### src/rtl/div_seq_pkg.sv
// Shared definitions for the sequential restoring divider.
package div_seq_pkg;

    // Divider control states
    typedef enum logic [1:0] {
        IDLE = 2'd0,
        RUN  = 2'd1,
        DONE = 2'd2
    } state_t;

    // Default operand/result width
    localparam int DEF_WIDTH = 4;

    // Iteration counter width for the default width
    localparam int DEF_CNT_W = $clog2(DEF_WIDTH + 1);

    // Counter width needed to hold the value w (number of iterations)
    function automatic int cnt_width(input int w);
        return $clog2(w + 1);
    endfunction

endpackage

### src/rtl/div_seq_addsub_w.sv
// Parameterized ripple-carry adder/subtractor: sum = a + (b ^ sel) + sel.
module addsub_w #(
    parameter int WIDTH = 5
) (
    input  logic [WIDTH-1:0] a,
    input  logic [WIDTH-1:0] b,
    input  logic             sel,
    output logic [WIDTH-1:0] sum
);

    logic [WIDTH-1:0] b_x;
    logic [WIDTH-1:0] carry;

    // In subtract mode b is inverted and the carry-in supplies the +1
    assign b_x      = b ^ {WIDTH{sel}};
    assign carry[0] = sel;

    genvar gi;
    generate
        for (gi = 0; gi < WIDTH; gi++) begin : g_bit
            assign sum[gi] = a[gi] ^ b_x[gi] ^ carry[gi];
            // The carry out of the top bit is not needed by any user
            if (gi < WIDTH - 1) begin : g_carry
                assign carry[gi+1] = (a[gi] & b_x[gi]) | (carry[gi] & (a[gi] ^ b_x[gi]));
            end
        end
    endgenerate

endmodule

### src/rtl/div_seq.sv
// Sequential unsigned restoring divider, one quotient bit per clock.
module div_seq
    import div_seq_pkg::*;
#(
    parameter int WIDTH = DEF_WIDTH
) (
    input  logic             clk,
    input  logic             rst_n,
    input  logic             start,
    input  logic [WIDTH-1:0] a,
    input  logic [WIDTH-1:0] b,
    output logic             busy,
    output logic             done,
    output logic [WIDTH-1:0] q,
    output logic [WIDTH-1:0] r,
    output logic             div_by_zero
);

    localparam int CW = cnt_width(WIDTH);

    state_t state, state_next;

    // The partial remainder is always below the divisor after a step, so its
    // top (WIDTH+1)th bit is always zero and only WIDTH bits are stored.
    logic [WIDTH-1:0] p_reg;
    logic [WIDTH-1:0] quo_reg;
    logic [WIDTH-1:0] d_reg;
    logic [CW-1:0]    cnt_reg;

    logic [WIDTH:0]   p_sh;
    logic [WIDTH:0]   trial;
    logic [WIDTH-1:0] quo_sh;
    logic [WIDTH-1:0] p_iter;
    logic [WIDTH-1:0] quo_iter;
    logic             accept;
    logic             last_iter;

    assign accept    = (state == IDLE) && start;
    assign last_iter = (state == RUN) && (cnt_reg == CW'(1));

    // Shift {P,Q} left by one
    assign p_sh   = {p_reg, quo_reg[WIDTH-1]};
    assign quo_sh = {quo_reg[WIDTH-2:0], 1'b0};

    // Trial subtraction P_shifted - {0,D}
    addsub_w #(
        .WIDTH(WIDTH + 1)
    ) u_trial (
        .a   (p_sh),
        .b   ({1'b0, d_reg}),
        .sel (1'b1),
        .sum (trial)
    );

    // Restore decision: keep the difference only when it did not borrow
    always_comb begin
        p_iter   = p_sh[WIDTH-1:0];
        quo_iter = quo_sh;
        if (!trial[WIDTH]) begin
            p_iter   = trial[WIDTH-1:0];
            quo_iter = quo_sh | WIDTH'(1);
        end
    end

    // State register
    always_ff @(posedge clk or negedge rst_n) begin
        if (!rst_n) begin
            state <= IDLE;
        end else begin
            state <= state_next;
        end
    end

    // Next-state logic
    always_comb begin
        state_next = state;
        case (state)
            IDLE: begin
                if (start) begin
                    state_next = (b == '0) ? DONE : RUN;
                end
            end
            RUN: begin
                if (cnt_reg == CW'(1)) begin
                    state_next = DONE;
                end
            end
            DONE:    state_next = IDLE;
            default: state_next = IDLE;
        endcase
    end

    // Status outputs decoded from the state
    always_comb begin
        busy = 1'b0;
        done = 1'b0;
        case (state)
            RUN:     busy = 1'b1;
            DONE:    done = 1'b1;
            default: ;
        endcase
    end

    // Operand capture, iteration datapath and result registers
    always_ff @(posedge clk or negedge rst_n) begin
        if (!rst_n) begin
            p_reg       <= '0;
            quo_reg     <= '0;
            d_reg       <= '0;
            cnt_reg     <= '0;
            q           <= '0;
            r           <= '0;
            div_by_zero <= 1'b0;
        end else if (accept) begin
            p_reg       <= '0;
            quo_reg     <= a;
            d_reg       <= b;
            cnt_reg     <= CW'(WIDTH);
            div_by_zero <= (b == '0);
            // A zero divisor finishes immediately with the fixed result
            if (b == '0) begin
                q <= '1;
                r <= a;
            end
        end else if (state == RUN) begin
            p_reg   <= p_iter;
            quo_reg <= quo_iter;
            cnt_reg <= cnt_reg - CW'(1);
            if (last_iter) begin
                q <= quo_iter;
                r <= p_iter;
            end
        end
    end

endmodule

### config.mk
export PLATFORM = sky130hd
export DESIGN_NAME = div_seq
export DESIGN_NICKNAME = d
export VERILOG_FILES = /design/src/rtl/div_seq_pkg.sv /design/src/rtl/div_seq_addsub_w.sv /design/src/rtl/div_seq.sv
export SDC_FILE = /design/constraint.sdc
export NUM_CORES = 1
export LEC_CHECK = 0
export CORE_ASPECT_RATIO = 1.25
export CORE_MARGIN = 2
export CORE_UTILIZATION = 30
export DETAILED_ROUTE_END_ITERATION = 8
export PLACE_DENSITY = 0.51
export SKIP_LAST_GASP = 1
export SLEW_MARGIN = 30
export SYNTH_ARGS = -nofsm -noshare
export SYNTH_HDL_FRONTEND = slang
export SYNTH_SLANG_ARGS = --single-unit
### constraint.sdc
create_clock -name clk -period 2.5 [get_ports clk]
set_clock_uncertainty 0.2 [all_clocks]
set_input_delay 0.5 -clock clk [delete_from_list [all_inputs] [get_ports clk]]
set_output_delay 0.5 -clock clk [all_outputs]
set_load 0.1 [all_outputs]
After elaboration in Yosys (flattened, before gate mapping)
Cells that the tools add are included.
Widths: inputs -> output; s select.
{"block": "word_totals", "reg_bits": 26, "elab_cells": 67}
{"block": "op_classes", "add_sub_neg": 1, "n_eq_ne": 6, "mux": 22, "bitwise_logic": 22, "reduce_logical": 8}
{"cell": "$mux 4", "count": 13}
{"cell": "$xor 1x1->1", "count": 9}
{"cell": "$and 1x1->1", "count": 7}
{"cell": "$mux 2", "count": 3}
{"cell": "$mux 3", "count": 2}
{"cell": "$not 4->5", "count": 1}
{"cell": "$logic_not 4->1", "count": 1}
{"cell": "$ne 2x1->1 const B", "count": 2}
{"cell": "$or 1x1->1", "count": 4}
{"cell": "$pmux 2 s2", "count": 1}
{"cell": "$reduce_bool 2->1", "count": 2}
{"cell": "$eq 3x1->1 const B", "count": 1}
{"cell": "$mux 1", "count": 3}
{"cell": "$reduce_and 3->1", "count": 1}
{"cell": "$sub 3x1->3 const B", "count": 1}
{"cell": "$eq 2x1->1 const B", "count": 1}
{"cell": "$eq 2x2->1 const B", "count": 1}
{"cell": "$logic_and 1x1->1", "count": 2}
{"cell": "$logic_not 2->1", "count": 1}
{"cell": "$ne 2x2->1 const B", "count": 1}
{"cell": "$reduce_and 2->1", "count": 1}
{"cell": "$not 1->1", "count": 1}

Longest topological paths before layout
{"block": "depth", "depth_word": 14, "depth_mapped": 11}

Modules after synthesis
From an unflattened synthesis, not the netlist that was laid out.
{"block": "hier_totals", "hier_cells": 132, "area_unflattened_um2": 1330.0}
{"mod": "div_seq", "n_inst": 1, "cells_each": 115, "area_per_inst_um2": 1159.9, "seq_area_each_um2": 650.6}
{"mod": "addsub_w", "n_inst": 1, "cells_each": 17, "area_per_inst_um2": 170.2, "seq_area_each_um2": 0.0}

Least setup slack after synthesis
No wires, ideal clock.
{"block": "synth_timing", "path_type": "register -> register", "startpoint": "register quo_reg[3]", "endpoint": "register r[0]", "arrival_ns": 2.426, "required_time_ns": 2.213, "setup_slack_ns": -0.213, "stages_incl_launch_ff": 12, "n_path_buf": 0, "cell_sequence": "dfrtp_1 > inv_1 > ha_1 > inv_1 > fa_1 > inv_1 > fa_1 > inv_1 > fa_1 > xnor2_2 > mux2_4 > a211oi_2"}
{"block": "synth_via", "elab_chain_cells": 13, "elab_cells_between_ends": 15, "cone_classes": "mux (4); bitwise (11)"}
{"element": "start: declaration", "line_no": "div_seq.sv:26", "text": "logic [WIDTH-1:0] quo_reg;"}
{"element": "start signal: assignment", "line_no": "div_seq.sv:127", "text": "quo_reg <= quo_iter;"}
{"element": "$and 1x1->1 or $xor 1x1->1 (tied branches)", "line_no": "div_seq_addsub_w.sv:24, div_seq_addsub_w.sv:21"}
{"element": "$or 1x1->1", "line_no": "div_seq_addsub_w.sv:24", "text": "assign carry[gi+1] = (a[gi] & b_x[gi]) | (carry[gi] & (a[gi] ^ b_x[gi]));"}
{"element": "$and 1x1->1", "line_no": "div_seq_addsub_w.sv:24"}
{"element": "$or 1x1->1", "line_no": "div_seq_addsub_w.sv:24"}
{"element": "$and 1x1->1", "line_no": "div_seq_addsub_w.sv:24"}
{"element": "$or 1x1->1", "line_no": "div_seq_addsub_w.sv:24"}
{"element": "$and 1x1->1", "line_no": "div_seq_addsub_w.sv:24"}
{"element": "$or 1x1->1", "line_no": "div_seq_addsub_w.sv:24"}
{"element": "$xor 1x1->1", "line_no": "div_seq_addsub_w.sv:21", "text": "assign sum[gi] = a[gi] ^ b_x[gi] ^ carry[gi];"}
{"element": "$mux 4 *", "line_no": "div_seq.sv:59", "text": "if (!trial[WIDTH]) begin"}
{"element": "$mux 4 *", "line_no": "div_seq.sv:129", "text": "if (last_iter) begin"}
{"element": "$mux 4 *", "line_no": "div_seq.sv:125", "text": "end else if (state == RUN) begin"}
{"element": "$mux 4 *", "line_no": "div_seq.sv:114", "text": "end else if (accept) begin"}
{"element": "end signal: assignment", "line_no": "div_seq.sv:131", "text": "r <= p_iter;"}
{"element": "end: declaration", "line_no": "div_seq.sv:15", "text": "output logic [WIDTH-1:0] r,"}
Mark *: on every way between the ends. The rest lies on a longest branch, timed or not. The select of a mux whose other input is x is not followed.
A chain may end at the register's enable or synchronous reset.

Worst setup path in the final report
{"block": "layout_timing", "startpoint": "register quo_reg[3]", "endpoint": "register r[2]"}
{"block": "layout_via", "elab_chain_cells": 13, "elab_cells_between_ends": 15, "cone_classes": "mux (4); bitwise (11)"}
{"element": "$and 1x1->1 or $xor 1x1->1 (tied branches)", "line_no": "div_seq_addsub_w.sv:24"}
{"element": "$or 1x1->1 *", "line_no": "div_seq_addsub_w.sv:24"}
{"element": "$and 1x1->1 *", "line_no": "div_seq_addsub_w.sv:24"}
{"element": "$or 1x1->1 *", "line_no": "div_seq_addsub_w.sv:24"}
{"element": "$and 1x1->1", "line_no": "div_seq_addsub_w.sv:24"}
{"element": "$or 1x1->1", "line_no": "div_seq_addsub_w.sv:24"}
{"element": "$and 1x1->1", "line_no": "div_seq_addsub_w.sv:24"}
{"element": "$or 1x1->1", "line_no": "div_seq_addsub_w.sv:24"}
{"element": "$xor 1x1->1", "line_no": "div_seq_addsub_w.sv:21"}
{"element": "$mux 4 *", "line_no": "div_seq.sv:59"}
{"element": "$mux 4 *", "line_no": "div_seq.sv:129"}
{"element": "$mux 4 *", "line_no": "div_seq.sv:125"}
{"element": "$mux 4 *", "line_no": "div_seq.sv:114"}
Marks and branches as above.

==> results_dict.tcl <==
set metrics [dict create \
    critPathArrivalTime_ns 2.75 \
    setup.worst_path.end_class "flop" \
    drtIter0Drc 77 \
    antenna_found_initial 0 \
    r2r_cells 11 \
    yosysTopAreaCell "dfrtp_1" \
    coreArea_um2 4459 \
    relSlewSlack_pct 62.86 \
    synth.area.top_cells "dfrtp_1 46%, o21ai_0 6.1%, nand2_1 5.9%" \
    rsz0062_at_grt "true" \
    r2r-start "quo_reg[3]" \
    drc_errors 0 \
    final_cell_mix "26 x dfrtp_1, 22 x nand2_1, 20 x buf_4" \
    grt_max_degree 27 \
    grt_pass1_wl_um 5395 \
    wl_per_cell_um 14.77 \
    period_share_pct 110.6 \
    clkLatencyLatePin_ns 0.27 \
    cts_tree "done" \
    violations "negative setup slack" \
    clk_path_buf_depth 2 \
    critPathLaunchType "flop" \
    setup.worst_path.class "flop to flop" \
    critPathMaxFanout 5 \
    htreeDepth 1 \
    status "finished, violations left" \
    die_area_um2 5246 \
    synth_seq_area_share_pct 46.35 \
    cp-endpoint "r[2]" \
    vias 1069 \
    ys_ff_latch 26 \
    max_freq_mhz 361.8 \
    syn_avg_cell_area_um2 10.48 \
    fin_cells 223 \
    cap_viol_max_count 0 \
    finalHoldViolations 0 \
    final_core_util_pct 41.33 \
    rrSetupSlack_ns -0.26 \
    crit_required_ns 2.49 \
    tightest_slew_ns 0.5529 \
    yosys.area.top_type_share_pct 46.35 \
    synthDistinctLibCells 30 \
    yosys_warnings 0 \
    hp-class "flop to flop" \
    grt_pass1_vias 1108 \
    drive_above_1_share_pct 32.12 \
    cts_buffers 3 \
    fillers 459 \
    grt_overflow 0 \
    seq_area_um2 650.6 \
    slew_viol_final 0 \
    rows 27 \
    chipHeight_um 80.48 \
    numPortBuffers 21 \
    worstSetupStartpoint "quo_reg[3]" \
    grt.total_usage_pct 13.39 \
    place_congestion 0.7757 \
    detailed_place_hpwl_um 2353 \
    clk_pin_slew_ns 0.10 \
    syn-cell-area_um2 1404 \
    period_minus_slack_ns 2.764 \
    cts-root-buf "clkbuf_8" \
    die_w_um 65.19 \
    reg2reg_to "r[2]" \
    antenna_cells 0 \
    cts_sinks 26 \
    initial_utilization_pct 31.48 \
    dpl_worst_slack_ns -0.2668 \
    netlist_instances 134 \
    multiInputGateArea_um2 718.2 \
    avgViaCountPerCell 4.794 \
    synthToLayoutAreaGrowth_pct 31.28 \
    layout_commonest_cell "dfrtp_1" \
    post-place-cells 214 \
    setup_viol 9 \
    routed_wl_um 3294 \
    finalNetCount 183 \
    fin_tns_setup_ns -1.891 \
    ant_nets 0 \
    syn-num-nets 151 \
    layout_setup_ws_ns -0.2642 \
    first_pass_iters 4 \
    ios 22 \
]
## worst max-delay path: stages (launching register included)
cell	delay (ns)
dfrtp_1	0.41
inv_2	0.09
ha_4	0.13
inv_2	0.03
fa_2	0.33
inv_2	0.06
fa_2	0.19
inv_2	0.04
fa_2	0.37
xnor2_4	0.27
mux2_4	0.35
a211oi_2	0.22
## what timing repair did
item,in CTS,in global routing
gates resized for setup,13,3
endpoints found under the hold margin,0,0
buffers inserted,1,4
pin swaps,5,3
hold buffers,0,0
endpoints found under the setup margin,10,10
## synth_stat cells
library cell  count
buf_2             1
nor3b_4           1
or3b_1            1
nand3b_1          1
nor2_1            3
or4_4             1
o21ai_0          17
a22oi_1           5
nor2b_1           2
inv_1            12
a21oi_1           6
buf_4             3
and3_1            1
nor3_2            4
nand2_1          22
xnor2_2           1
nor4bb_1          1
and2b_1           2
mux2_4            2
a22o_1            1
dfrtp_1          26
nand2b_1          1
o21bai_2          1
ha_1              3
a211oi_2          2
a211oi_1          6
nor4_4            1
fa_1              3
mux2i_1           2
buf_6             2
## per-layer routing
layer | track usage [%] | part of all wire (%) | vias up
met2 | 22.24 | 50 | 17
met3 | 1.821 | 3.3 | 2
met5 | 0 | 0 | -
li1 | - | - | 523
met1 | 18.40 | 46 | 527
met4 | 3.125 | 0.73 | 0
## final cells by class
class,count,share of cell area [%]
Timing Repair Buffer,33,16.36
Clock buffer,4,2.987
Tap cell,58,3.938
Inverter,12,2.444
Multi-Input combinational cell,90,38.97
Sequential cell,26,35.30
## per-stage QoR
stage	cell area, um2	hold WS, ns
3_3_place_gp	1709	0.2671
2_1_floorplan	1420	0.004409
6_report	1843	0.2907
3_5_place_dp	1709	0.2724
5_1_grt	1843	0.3302
4_1_cts	1797	0.2971
## worst min path at each step
| stage | start | end | slack [ns] | depth (start not counted) |
|---|---|---|---|---|
| floorplan | rst_n | cnt_reg[0] | 0.004 | 0 |
| detailed placement | quo_reg[3] | quo_reg[3] | 0.27 | 2 |
| global placement | cnt_reg[1] | cnt_reg[1] | 0.27 | 2 |
| finish | div_by_zero | div_by_zero | 0.29 | 2 |
| global route | cnt_reg[1] | cnt_reg[1] | 0.33 | 2 |
| CTS | cnt_reg[1] | cnt_reg[1] | 0.30 | 2 |
## kinds of logic (layout without fill, tap and decap cells)
logic type / after synthesis / count (layout) / share of synthesized area, %
simple gates: 41 / 41 / 17.92
compound gates: 38 / 38 / 17.29
flops: 26 / 26 / 46.35
buf+inv: 18 / 49 / 6.773
fa+ha+maj: 6 / 6 / 6.952
mux: 4 / 4 / 3.565
xor+xnor: 1 / 1 / 1.159
Power is not shown: default switching activity piles up to over one toggle a cycle in this logic, so the estimate is an artifact.
==> variant: new RTL, same flow settings <==
Put one more register stage on the output `q`, with the module's reset. The value now appears one clock later. The other outputs are not delayed to match.
--- a/src/rtl/div_seq.sv
+++ b/src/rtl/div_seq.sv
@@ -17,6 +17,8 @@
 );
 
     localparam int CW = cnt_width(WIDTH);
+
+    logic [WIDTH-1:0] q_s0;
 
     state_t state, state_next;
 
@@ -108,7 +110,7 @@
             quo_reg     <= '0;
             d_reg       <= '0;
             cnt_reg     <= '0;
-            q           <= '0;
+            q_s0        <= '0;
             r           <= '0;
             div_by_zero <= 1'b0;
         end else if (accept) begin
@@ -119,7 +121,7 @@
             div_by_zero <= (b == '0);
             // A zero divisor finishes immediately with the fixed result
             if (b == '0) begin
-                q <= '1;
+                q_s0 <= '1;
                 r <= a;
             end
         end else if (state == RUN) begin
@@ -127,11 +129,19 @@
             quo_reg <= quo_iter;
             cnt_reg <= cnt_reg - CW'(1);
             if (last_iter) begin
-                q <= quo_iter;
+                q_s0 <= quo_iter;
                 r <= p_iter;
             end
         end
     end
 
+    always_ff @(posedge clk or negedge rst_n) begin
+        if (!rst_n) begin
+            q <= '0;
+        end else begin
+            q <= q_s0;
+        end
+    end
+
 endmodule
 
Formal check against the unedited RTL: not equivalent (a bounded check fails within 4 cycles, from zero or initial values and one cycle with rst_n low).
==> variant against the original RTL <==
  * The run still ends with negative setup slack left
  * Synthesized area grew 4.5%
  * Worst setup slack gained 99 ps
  * Synthesized cell count grew 2.2%
  * Sequential cell count grew 4
  * Routed wire length grew 6.9%
  * Design area grew 7.1%
Power is not shown: default switching activity piles up to over one toggle a cycle in this logic, so the estimate is an artifact.
==> variant: results (changes against the original RTL) <==
Run status
  • Status: complete, but fails checks
  • Failing checks: negative setup slack

Place
  • Placer Congestion: 0.903 (+16%)
  • Number of I/O port buffers: 21 (unchanged)
  • Worst slack at placement: -218 ps (+48.5 ps)
  • Post-DP HPWL: 2470 µm (+5.2%)
  • DP Cell Count: 221 (+3.3%)

Worst setup path
  • Crit Path Category: reg -> reg
  • CP max-delay cell: dfrtp_1
  • Worst reg2reg startpoint: quo_reg[3]$_DFFE_PN0P_
  • Worst EP arrival: 2660 ps (-90 ps)
  • Crit path max fanout: 3 (-2)
  • Crit path largest cell delay: 390 ps (-20 ps)
  • Worst path top cell family by delay: adder cells

Min path
  • Hold_sp: q_s0[0]$_DFFE_PN0P_
  • HP Class: reg -> reg

Synth
  • Synthesis Warnings: 0 (unchanged)
  • Unique masters post-synth: 29 (-3.3%)
  • Post-synth EDFFs: 0 (unchanged)
  • Commonest cells in the netlist: dfrtp_1, nand2_1, o21ai_0, inv_1, a211oi_1
  • Sequential share of the synthesized area: 51.2% (+4.8 points)
  • Ranking of synthesized cells by area: dfrtp_1, nand2_1, o21ai_0
  • Top FF cell, synth: dfrtp_1
  • Post-Syn Nets: 154 (+2.0%)
  • Post-synth ARST share: 100% (unchanged)
  • Gate count of the mapped netlist: 137 (+2.2%)

Job
  • Max-cap viol count: 0 (unchanged)

Global routing
  • Met2 Usage GRT: 24.5% (+2.3 points)
  • Largest net degree at the start of global routing: 31 (+15%)
  • Gr usage total: 14.7% (+1.3 points)
  • Initial antenna violation count: 0 (unchanged)
  • GR Util met1: 17.2% (-1.2 points)
  • First-pass GRT wire length: 5800 µm (+7.5%)
  • Met3 usage: 2.98% (+1.2 points)
  • Vias in the first global route: 1,167 (+5.3%)

Detailed routing
  • Top sig layer: met4
  • Met3 wire len: 93 µm (-15%)
  • 1st-iter DRT viols: 75 (-2.6%)
  • WL met2: 1810 µm (+9.6%)
  • Met1 wire length: 1520 µm (+0.86%)
  • DRT Wirelength: 3520 µm (+6.9%)
  • Via Count: 1,120 (+4.8%)
  • Drt pass-1 iters: 4 (unchanged)

STA
  • Final setup fails: 9 (unchanged)
  • Worst slew margin: 66.8% (+3.9 points)
  • Final WS setup: -165 ps (+98.8 ps)

Finish
  • Final nets: 188 (+2.7%)
  • Post-Layout Cell Count: 232 (+4.0%)
  • Layout cell share with drive strength beyond 1: 30.2% (-1.9 points)
  • Inserted Diodes: 0 (unchanged)

Clocking
  • Total CTS buffers: 5 (+2)
  • Clock Latency Late Sink: 280 ps
  • CTS clk-pin slew, worst paths: 70 ps (-30 ps)
  • Root buf cell: clkbuf_8
  • CTS max path bufs: 2 (unchanged)
  • H-tree Lvls: 2 (+1)
[variant: cell types whose count changed after synthesis, sizes merged]
cell,change
a22o,-1
and2b,+1
dfrtp,+4
inv,-2
mux2i,+1
nand2b,+1
nand3b,-1
nor2,-1
xor2,+1
[variant: what timing repair did]
item / in CTS / in global routing
setup endpoints to repair: 8 / 10
pin swaps: 2 / 0
gates cloned: 0 / 0
buffers inserted: 2 / 1
resized for setup: 20 / 1
hold buffers: 0 / 0
[variant: cell type report]
cell class / count / area, µm²
Clock buffer: 7 / 86.3
Clock inverter: 1 / 5.00
Fill cell: 469 / 2760
Inverter: 10 / 37.5
Multi-Input combinational cell: 91 / 721
Sequential cell: 30 / 751
Tap cell: 60 / 75.1
Timing Repair Buffer: 33 / 298
[variant: final timing paths]
kind | depth (start not counted) | to
setup / recovery | 11 | r[2]$_DFFE_PN0P_
hold / removal | 0 | q[0]$_DFF_PN0_
setup reg to reg | 11 | r[2]$_DFFE_PN0P_
hold reg to reg | 0 | q[0]$_DFF_PN0_
max in group asynchronous | 2 | quo_reg[3]$_DFFE_PN0P_
min in group asynchronous | 2 | p_reg[0]$_DFFE_PN0P_
[variant: cell families (layout without fill, tap and decap cells)]
kind of cell	after synthesis	count (layout)	share of synthesized area, %
compound gates	37	37	15.3
xor+xnor	2	2	1.19
fa+ha+maj	6	6	6.65
buf+inv	16	51	6.22
flops	30	30	51.2
mux	5	5	3.58
simple gates	41	41	15.9
[variant: per-stage QoR]
stage | area (µm²) | hold WS (ps) | util (%) | setup TNS [ps]
final | 1970 | 175 | 41.7 | -914
after global routing | 1970 | 195 | 41.7 | -1710
after CTS | 1960 | 179 | 41.4 | -652
after detailed placement | 1780 | 166 | 37.7 | -1130
after global placement | 1780 | 164 | 37.7 | -737
after floorplan | 1480 | 4.41 | - | -189
